==> src/rtl/rom_scan_sequencer_if.sv <==
`default_nettype none
// ============================================================================
// Module   : rom_scan_sequencer_if
// Purpose  : Valid/ready word stream carrying captured ROM words out of the
//            rom_scan_sequencer.
// Signals  : data_out      captured word
//            data_address  chip address the word was read from
//            data_valid    data_out/data_address are valid
//            data_ready    downstream accepts the current word
// Modports : master (sequencer side), slave (consumer side)
// Revision : 1.0  initial release
// ============================================================================
interface rom_scan_sequencer_if #(
   parameter int ADDRESS_WIDTH = 9,
   parameter int DATA_WIDTH    = 8
);
   logic [DATA_WIDTH-1:0]    data_out;
   logic [ADDRESS_WIDTH-1:0] data_address;
   logic                     data_valid;
   logic                     data_ready;

   modport master (
      output data_out,
      output data_address,
      output data_valid,
      input  data_ready
   );

   modport slave (
      input  data_out,
      input  data_address,
      input  data_valid,
      output data_ready
   );
endinterface
`default_nettype wire

==> src/rtl/rom_scan_sequencer.sv <==
`default_nettype none
// ============================================================================
// Module   : rom_scan_sequencer
// Purpose  : ROM read sequencer for the PROM dumper. Drives the chip address
//            and active-low selects, waits SETTLE_CYCLES, captures the data
//            word. Manual mode steps one address per step edge; auto mode
//            dumps the whole chip over a valid/ready stream.
// Ports    : clk, reset_n (async, active low)
//            mode_auto, start, step_up, step_down   control levels
//            chip_data_in / chip_address / chip_select_n   ROM bus
//            busy, done                              status
//            stream (rom_scan_sequencer_if.master)   captured word stream
// Option   : ROM_SCAN_CHECKSUM_EN adds checksum[15:0] (16-bit modular sum of
//            accepted auto-mode words) and checksum_valid (= done).
// Revision : 1.0  initial release
// ============================================================================
module rom_scan_sequencer #(
   parameter int ADDRESS_WIDTH = 9,
   parameter int DATA_WIDTH    = 8,
   parameter int SELECT_WIDTH  = 4,
   parameter int SETTLE_CYCLES = 4
) (
   input  wire                      clk,
   input  wire                      reset_n,
   input  wire                      mode_auto,
   input  wire                      start,
   input  wire                      step_up,
   input  wire                      step_down,
   input  wire [DATA_WIDTH-1:0]     chip_data_in,
   output logic [ADDRESS_WIDTH-1:0] chip_address,
   output logic [SELECT_WIDTH-1:0]  chip_select_n,
   output logic                     busy,
   output logic                     done,
`ifdef ROM_SCAN_CHECKSUM_EN
   output logic [15:0]              checksum,
   output logic                     checksum_valid,
`endif
   rom_scan_sequencer_if.master     stream
);

   typedef enum logic [2:0] {
      S_IDLE    = 3'd0,
      S_SELECT  = 3'd1,
      S_SETTLE  = 3'd2,
      S_CAPTURE = 3'd3,
      S_EMIT    = 3'd4,
      S_ADVANCE = 3'd5,
      S_DONE    = 3'd6
   } state_t;

   localparam logic [ADDRESS_WIDTH-1:0] ADDR_MAX    = '1;
   localparam logic [ADDRESS_WIDTH-1:0] ADDR_ONE    = ADDRESS_WIDTH'(1);
   localparam logic [SELECT_WIDTH-1:0]  SEL_ON      = '0;
   localparam logic [SELECT_WIDTH-1:0]  SEL_OFF     = '1;
   localparam logic [7:0]               SETTLE_LOAD = 8'(SETTLE_CYCLES - 1);

   state_t     state;
   logic       start_q;
   logic       up_q;
   logic       down_q;
   logic       auto_run;     // current run was launched by start (auto dump)
   logic [7:0] settle_cnt;

   logic start_edge;
   logic up_edge;
   logic down_edge;

   assign start_edge = start     & ~start_q;
   assign up_edge    = step_up   & ~up_q;
   assign down_edge  = step_down & ~down_q;

`ifdef ROM_SCAN_CHECKSUM_EN
   assign checksum_valid = done;
`endif

   always_ff @(posedge clk or negedge reset_n) begin
      if (!reset_n) begin
         state               <= S_IDLE;
         // Previous-sample registers start high: a level that is already
         // high when reset releases must not look like a fresh edge.
         start_q             <= 1'b1;
         up_q                <= 1'b1;
         down_q              <= 1'b1;
         auto_run            <= 1'b0;
         settle_cnt          <= 8'd0;
         chip_address        <= '0;
         chip_select_n       <= SEL_OFF;
         busy                <= 1'b0;
         done                <= 1'b0;
         stream.data_out     <= '0;
         stream.data_address <= '0;
         stream.data_valid   <= 1'b0;
`ifdef ROM_SCAN_CHECKSUM_EN
         checksum            <= 16'd0;
`endif
      end else begin
         // Edge detectors run every cycle, so edges seen while busy are lost.
         start_q <= start;
         up_q    <= step_up;
         down_q  <= step_down;

         if (busy && auto_run && !mode_auto) begin
            // Auto dump abandoned: release the chip, keep the address.
            state             <= S_IDLE;
            chip_select_n     <= SEL_OFF;
            stream.data_valid <= 1'b0;
            busy              <= 1'b0;
         end else begin
            case (state)
               S_IDLE, S_DONE: begin
                  if (mode_auto && start_edge) begin
                     done          <= 1'b0;
                     auto_run      <= 1'b1;
                     chip_address  <= '0;
                     chip_select_n <= SEL_ON;
                     busy          <= 1'b1;
                     state         <= S_SELECT;
`ifdef ROM_SCAN_CHECKSUM_EN
                     checksum      <= 16'd0;
`endif
                  end else if (!mode_auto && (up_edge ^ down_edge)) begin
                     // Simultaneous up and down edges cancel out.
                     auto_run      <= 1'b0;
                     chip_address  <= up_edge ? chip_address + ADDR_ONE
                                              : chip_address - ADDR_ONE;
                     chip_select_n <= SEL_ON;
                     busy          <= 1'b1;
                     state         <= S_SELECT;
                  end
               end
               S_SELECT: begin
                  settle_cnt <= SETTLE_LOAD;
                  state      <= S_SETTLE;
               end
               S_SETTLE: begin
                  if (settle_cnt == 8'd0) begin
                     state <= S_CAPTURE;
                  end else begin
                     settle_cnt <= settle_cnt - 8'd1;
                  end
               end
               S_CAPTURE: begin
                  stream.data_out     <= chip_data_in;
                  stream.data_address <= chip_address;
                  chip_select_n       <= SEL_OFF;
                  if (auto_run) begin
                     stream.data_valid <= 1'b1;
                     state             <= S_EMIT;
                  end else begin
                     busy  <= 1'b0;
                     state <= S_IDLE;
                  end
               end
               S_EMIT: begin
                  if (stream.data_ready) begin
                     stream.data_valid <= 1'b0;
                     state             <= S_ADVANCE;
`ifdef ROM_SCAN_CHECKSUM_EN
                     checksum          <= checksum + 16'(stream.data_out);
`endif
                  end
               end
               S_ADVANCE: begin
                  if (chip_address == ADDR_MAX) begin
                     done  <= 1'b1;
                     busy  <= 1'b0;
                     state <= S_DONE;
                  end else begin
                     chip_address  <= chip_address + ADDR_ONE;
                     chip_select_n <= SEL_ON;
                     state         <= S_SELECT;
                  end
               end
               default: begin
                  chip_select_n     <= SEL_OFF;
                  stream.data_valid <= 1'b0;
                  busy              <= 1'b0;
                  state             <= S_IDLE;
               end
            endcase
         end
      end
   end

endmodule
`default_nettype wire
==> src/flat_wrapper.sv <==
// flat-port wrapper written by rule: the top's interface ports become plain ports
module rom_scan_sequencer_flat 
#(
   parameter int ADDRESS_WIDTH = 9,
   parameter int DATA_WIDTH    = 8,
   parameter int SELECT_WIDTH  = 4,
   parameter int SETTLE_CYCLES = 4
)
  (clk, reset_n, mode_auto, start, step_up, step_down, chip_data_in, chip_address, chip_select_n, busy, done, stream_data_out, stream_data_address, stream_data_valid, stream_data_ready);
  rom_scan_sequencer_if #(.ADDRESS_WIDTH(ADDRESS_WIDTH), .DATA_WIDTH(DATA_WIDTH)) stream_i ();
  input  wire clk;
  input  wire reset_n;
  input  wire mode_auto;
  input  wire start;
  input  wire step_up;
  input  wire step_down;
  input  wire [DATA_WIDTH-1:0] chip_data_in;
  output logic [ADDRESS_WIDTH-1:0] chip_address;
  output logic [SELECT_WIDTH-1:0] chip_select_n;
  output logic busy;
  output logic done;
  output wire logic [$bits(stream_i.data_out)-1:0] stream_data_out;
  output wire logic [$bits(stream_i.data_address)-1:0] stream_data_address;
  output wire logic [$bits(stream_i.data_valid)-1:0] stream_data_valid;
  input wire logic [$bits(stream_i.data_ready)-1:0] stream_data_ready;
  assign stream_data_out = stream_i.data_out;
  assign stream_data_address = stream_i.data_address;
  assign stream_data_valid = stream_i.data_valid;
  assign stream_i.data_ready = stream_data_ready;
  rom_scan_sequencer #(.ADDRESS_WIDTH(ADDRESS_WIDTH), .DATA_WIDTH(DATA_WIDTH), .SELECT_WIDTH(SELECT_WIDTH), .SETTLE_CYCLES(SETTLE_CYCLES)) u_core (.clk(clk), .reset_n(reset_n), .mode_auto(mode_auto), .start(start), .step_up(step_up), .step_down(step_down), .chip_data_in(chip_data_in), .chip_address(chip_address), .chip_select_n(chip_select_n), .busy(busy), .done(done), .stream(stream_i));
endmodule
==> config.mk <==
export PLATFORM = sky130hd
export DESIGN_NAME = rom_scan_sequencer_flat
export DESIGN_NICKNAME = d
export VERILOG_FILES = /design/src/rtl/rom_scan_sequencer_if.sv /design/src/rtl/rom_scan_sequencer.sv /design/src/flat_wrapper.sv
export SDC_FILE = /design/constraint.sdc
export NUM_CORES = 1
export LEC_CHECK = 0
export BUFFER_PORTS_ARGS = -buffer_cell sky130_fd_sc_hd__buf_2
export CORE_UTILIZATION = 50
export CTS_BUF_LIST = sky130_fd_sc_hd__clkbuf_2 sky130_fd_sc_hd__clkbuf_4 sky130_fd_sc_hd__clkbuf_8
export DETAILED_ROUTE_END_ITERATION = 6
export PLACE_DENSITY = 0.76
export SLEW_MARGIN = 20
export SYNTH_ARGS = -nofsm -noshare
export SYNTH_HDL_FRONTEND = slang
export SYNTH_SLANG_ARGS = --single-unit
==> constraint.sdc <==
create_clock -name clk -period 2.1 [get_ports clk]
set_input_delay 0.105 -clock clk [delete_from_list [all_inputs] [get_ports clk]]
set_output_delay 0.105 -clock clk [all_outputs]
set_load 0.05 [all_outputs]
======== Yosys cells after proc, flatten, opt, wreduce, memory -nomap -nowiden ========
Index checks and enable logic that the tools add are counted.
W data, S select, Z words.
storage, ports and cells
  register bits ........................... 48
  input port bits ......................... 15
cells by class
  bitwise operators ....................... 8
  multiplexer cells ....................... 35
  add/subtract/negate cells ............... 3
  reduce and logical (&&, ||, !) cells .... 22
  equality and inequality tests ........... 21
operator list
  operator               count
  $mux W9                4
  $mux W3                7
  $pmux W3 S6            1
  $pmux W9 S2            1
  $mux W4                4
  $pmux W8 S2            1
  $reduce_and A3 Y1      5
  $mux W1                12
  $ne A3 B1 Y1 const B   4
  $pmux W4 S3            1
  $reduce_and A4 Y1      3
  $add A9 B1 Y9 const B  1
  $eq A3 B3 Y1 const B   3
  $eq A9 B9 Y1 const B   1
  $sub A9 B1 Y9 const B  1
  $logic_not A8 Y1       1
  $mux W8                1
  $ne A2 B1 Y1 const B   4
  $sub A8 B1 Y8 const B  1
  $eq A3 B2 Y1 const B   2
  $ne A3 B2 Y1 const B   2
  $reduce_bool A2 Y1     3
  $reduce_or A5 Y1       1
  $logic_and A1 B1 Y1    4
  other kinds (15)       21

======== Longest topological paths before layout ========
  depth after elaboration ................. 8
  gate-level depth with buffers ........... 10
  depth with buffers taken out ............ 9

======== Least setup slack after synthesis ========
Ideal clock, no wire load.
  kind .................................... reg-to-reg
  from .................................... reg u_core.chip_address[3]
  to ...................................... reg u_core.chip_select_n[2]
  data required time ...................... 2018 ps
  setup slack ............................. -509 ps
  cell stages (with the launch flop) ...... 10
  arrival ................................. 2527 ps
  clock period less this slack ............ 2609 ps
  library setup time ...................... 82 ps
  cell sequence ........................... dfrtp_1 > clkbuf_1 > nand3_1 > or3_1 > nor2_1 > ha_1 > o21a_1 > o21ai_0 > a221oi_1 > mux2_2
on the way
  longest elaborated chain between the ends .. 3
ends and longest elaborated chain
  what                                RTL line                   source
  start, declared                     rom_scan_sequencer.sv:30   output logic [ADDRESS_WIDTH-1:0] chip_address,
  start signal, assigned              rom_scan_sequencer.sv:124  chip_address <= up_edge ? chip_address + ADDR_ONE
  start signal, assigned              rom_scan_sequencer.sv:169  chip_address <= chip_address + ADDR_ONE;
  $eq A9 B9 Y1                        rom_scan_sequencer.sv:164  if (chip_address == ADDR_MAX) begin
  $ne A3 B2 Y1 (no source line)       --
  $reduce_and A3 Y1 (no source line)  --
  end signal, assigned                rom_scan_sequencer.sv:145  chip_select_n <= SEL_OFF;
  end signal, assigned                rom_scan_sequencer.sv:170  chip_select_n <= SEL_ON;
  end signal, assigned                rom_scan_sequencer.sv:175  chip_select_n <= SEL_OFF;
  end, declared                       rom_scan_sequencer.sv:31   output logic [SELECT_WIDTH-1:0] chip_select_n,
No other way between the ends.
A chain may end at the register's enable or synchronous reset.

======== Worst setup path after layout ========
  from .................................... reg u_core.chip_address[5]
  to ...................................... reg u_core.chip_select_n[2]
Same word-level chain as after synthesis.

==> impl_metrics.env <==
export IMPL_synth_avg_cell_area_um2=10.19
export IMPL_numCtsBuffers=5
export IMPL_insertion_delay_ns=0.30
export IMPL_async_flop_share_pct=100.0
export IMPL_setup_ws_ns=0.08134
export IMPL_wl_per_cell_um=15.81
export IMPL_fin_skew_ns=0.005570
export IMPL_cp_end_kind="flop"
export IMPL_grt_setup_unrepaired="no"
export IMPL_die_height_um=73.10
export IMPL_grtUsageTotal_pct=24.50
export IMPL_gp_congestion=0.9510
export IMPL_synthDominantCellAreaShare_pct=40.59
export IMPL_cp_slowest_cell="or3_4"
export IMPL_min_path_type="in2reg"
export IMPL_synth_distinct_cells=57
export IMPL_seq_area_frac_synth_pct=44.75
export IMPL_initial_core_util_pct=52.81
export IMPL_power_density_nw_per_um2=1738
export IMPL_cp_start_kind="flop"
export IMPL_cp_data_required_time_ns=2.33
export IMPL_crit_family="simple AND/OR/NAND/NOR gates"
export IMPL_synth_nets=269
export IMPL_drive_gt1_share_pct=40.25
export IMPL_finalCritPeriodShare_pct=96.13
export IMPL_first_pass_iters=4
export IMPL_cp_max_fo=3
export IMPL_critPathArrivalTime_ns=2.25
export IMPL_core_area_um2=4786
export IMPL_htree_levels=2
export IMPL_antennaDiodeCount=0
export IMPL_dieWidth_um=73.10
export IMPL_synth_edf_count=0
export IMPL_path_buf_inv=0
export IMPL_dieArea_um2=5343
export IMPL_drc=0
export IMPL_final_nets=344
export IMPL_drv_slew=0
export IMPL_finalSetupViolCount=0
export IMPL_ios=48
export IMPL_status="complete, no violations"
export IMPL_worst_hold_slack_ns=0.02803
export IMPL_grt_max_degree=34
export IMPL_grt_ovfl_total=0
export IMPL_synthTopCellsByArea="dfrtp_1, mux2_2, dfstp_2, ha_1, nor2_1"
export IMPL_rows=25
export IMPL_ir_worst_vdd_v=0.001026
export IMPL_vias=2258
export IMPL_drv_cap=0
export IMPL_synth_flop_cell="dfrtp_1"
export IMPL_clk_path_buf_depth=2
export IMPL_fin_tns_setup_ns=0
export IMPL_dp_hpwl_um=4495
export IMPL_ys_warn_count=0
export IMPL_pre_cts_ws_ns=-0.05120
export IMPL_clock_fmax_mhz=495.4
export IMPL_p_leak_nw=1.441
export IMPL_antenna_found_initial=0
export IMPL_clk_pin_slew_ns=0.09
export IMPL_path_class="reg2reg"
export IMPL_path_cells="nand3_2 > or3_4 > nor2_4 > ha_4 > o21a_1 > o21ai_1 > a221oi_2 > mux2_2"
export IMPL_layoutNonFillerInstCount=390
export IMPL_syn_inst=248
export IMPL_worst_slew_pin_slew_ns=0.7714
export IMPL_ys_seq_elements=45
export IMPL_ctsRootBufferMaster="clkbuf_8"
export IMPL_hold_violations=0
export IMPL_cp_slowest_stage_delay_ns=0.39
export IMPL_final_antenna_net_count=0
export IMPL_dp_cells=377
export IMPL_synth_top_area_cell="dfrtp_1"
export IMPL_synth_area_um2=2527
export IMPL_via_per_inst=5.790
export IMPL_drt_iter0_markers=122
export IMPL_port_buffers=47
export IMPL_relSlewSlack_pct=48.58
export IMPL_period_needed_ns=2.019
export IMPL_drt_wl_total_um=6166
export IMPL_area_growth_pct=25.69
export IMPL_grt_pass1_vias=2201
export IMPL_cts_sinks=45
export IMPL_final_core_util_pct=66.38
export IMPL_grt_pass1_wl_um=9998
export IMPL_tritoncts="yes"
==> synthesized netlist by cell type (6+ instances only) <==
cell     number
a21oi_1       7
dfrtp_1      41
ha_1          6
inv_1        11
mux2_2       18
nand2_1      13
nand3_1      12
nor2_1       17
nor3_1        6
o21ai_0      12
o31ai_1       8
==> area by class of cell <==
type | count | area [um2]
well taps | 67 | 83.83
clock inverters | 1 | 7.507
fillers | 393 | 1609
flip-flops and latches | 45 | 1139
clock buffers | 6 | 82.58
multi-input cells | 180 | 1330
repair buffers | 80 | 493.0
inverters | 11 | 41.29
==> sequential cells by signal (all words and copies together) (netlist names), 3 cells and up <==
register and count:
u_core.chip_address 9, u_core.stream.data_address 9, u_core.settle_cnt 8, u_core.stream.data_out 8, u_core.state 3
==> kinds of logic (layout without fill, tap and decap cells) <==
kind of cell               count (synthesis)  after routing  share of synthesized area, %
xor gates and xnor gates                   9              9                         3.119
adders and majority gates                  6              6                         2.970
buffers and inverters                     23             98                         4.654
DFF                                       45             45                         44.75
muxes                                     18             18                         8.020
AOI/OAI and AO/OA                         65             65                         18.42
and+or+nand+nor                           82             82                         18.07
==> worst reg2reg max path: stages (launching register included) <==
cell      delay (ns)
dfrtp_2         0.38
nand3_2         0.09
or3_4           0.39
nor2_4          0.15
ha_4            0.15
o21a_1          0.13
o21ai_1         0.07
a221oi_2        0.23
mux2_2          0.36
==> stage by stage <==
stage | instance area [um2] | total power, W
final | 3177 | 0.005521
after global routing | 3177 | 0.005881
after CTS | 3166 | 0.005511
after detailed placement | 2989 | 0.004903
after global placement | 2989 | 0.004823
after floorplan | 2554 | 0.004025
==> metal layers <==
metal / GRT usage [%] / vias to the layer above / part of all wire, %
met1: 29.03 / 1109 / 42
met3: 4.696 / 10 / 4.9
li1: - / 1067 / -
met2: 43.72 / 72 / 52
met4: 9.150 / 0 / 1.2
met5: 0 / - / 0
==> power by group <==
group	switching, W	total, W	leakage, nW	internal, W
clock network	0.000302	0.000562	0.0433	0.000261
logic	0.00224	0.00344	0.851	0.00120
registers	0.000283	0.00152	0.547	0.00124
total	0.00283	0.00552	1.44	0.00269
==> what timing repair did <==
action	in CTS	in global routing
pin swaps	4	1
hold endpoints to repair	31	0
hold buffers	4	0
resized for setup	7	3
setup buffers	2	0
setup endpoints to repair	1	3
==> path summary, 6_finish.rpt <==
kind,startpoint,endpoint,slack (ns),cells past startpoint
setup / recovery,u_core.chip_address[5],u_core.chip_select_n[2],0.08,8
hold / removal,chip_data_in[3],u_core.stream.data_out[3],0.03,2
setup reg to reg,u_core.chip_address[5],u_core.chip_select_n[2],0.08,8
hold reg to reg,u_core.stream.data_address[3],u_core.stream.data_address[3],0.51,1
max in group asynchronous,reset_n,u_core.stream.data_address[7],1.01,3
min in group asynchronous,reset_n,u_core.settle_cnt[0],0.42,2
==> cells in the final DEF, fill, tap and decap left out, types with 7 or more instances in the layout <==
cell type,n
inv_1,11
o21ai_0,11
nor2_1,16
nand2_1,12
buf_4,29
buf_2,47
a21oi_1,7
dfrtp_1,35
mux2_2,18
o31ai_1,7
nand3_1,11
Note: power is estimated with default switching activity, not from simulation.
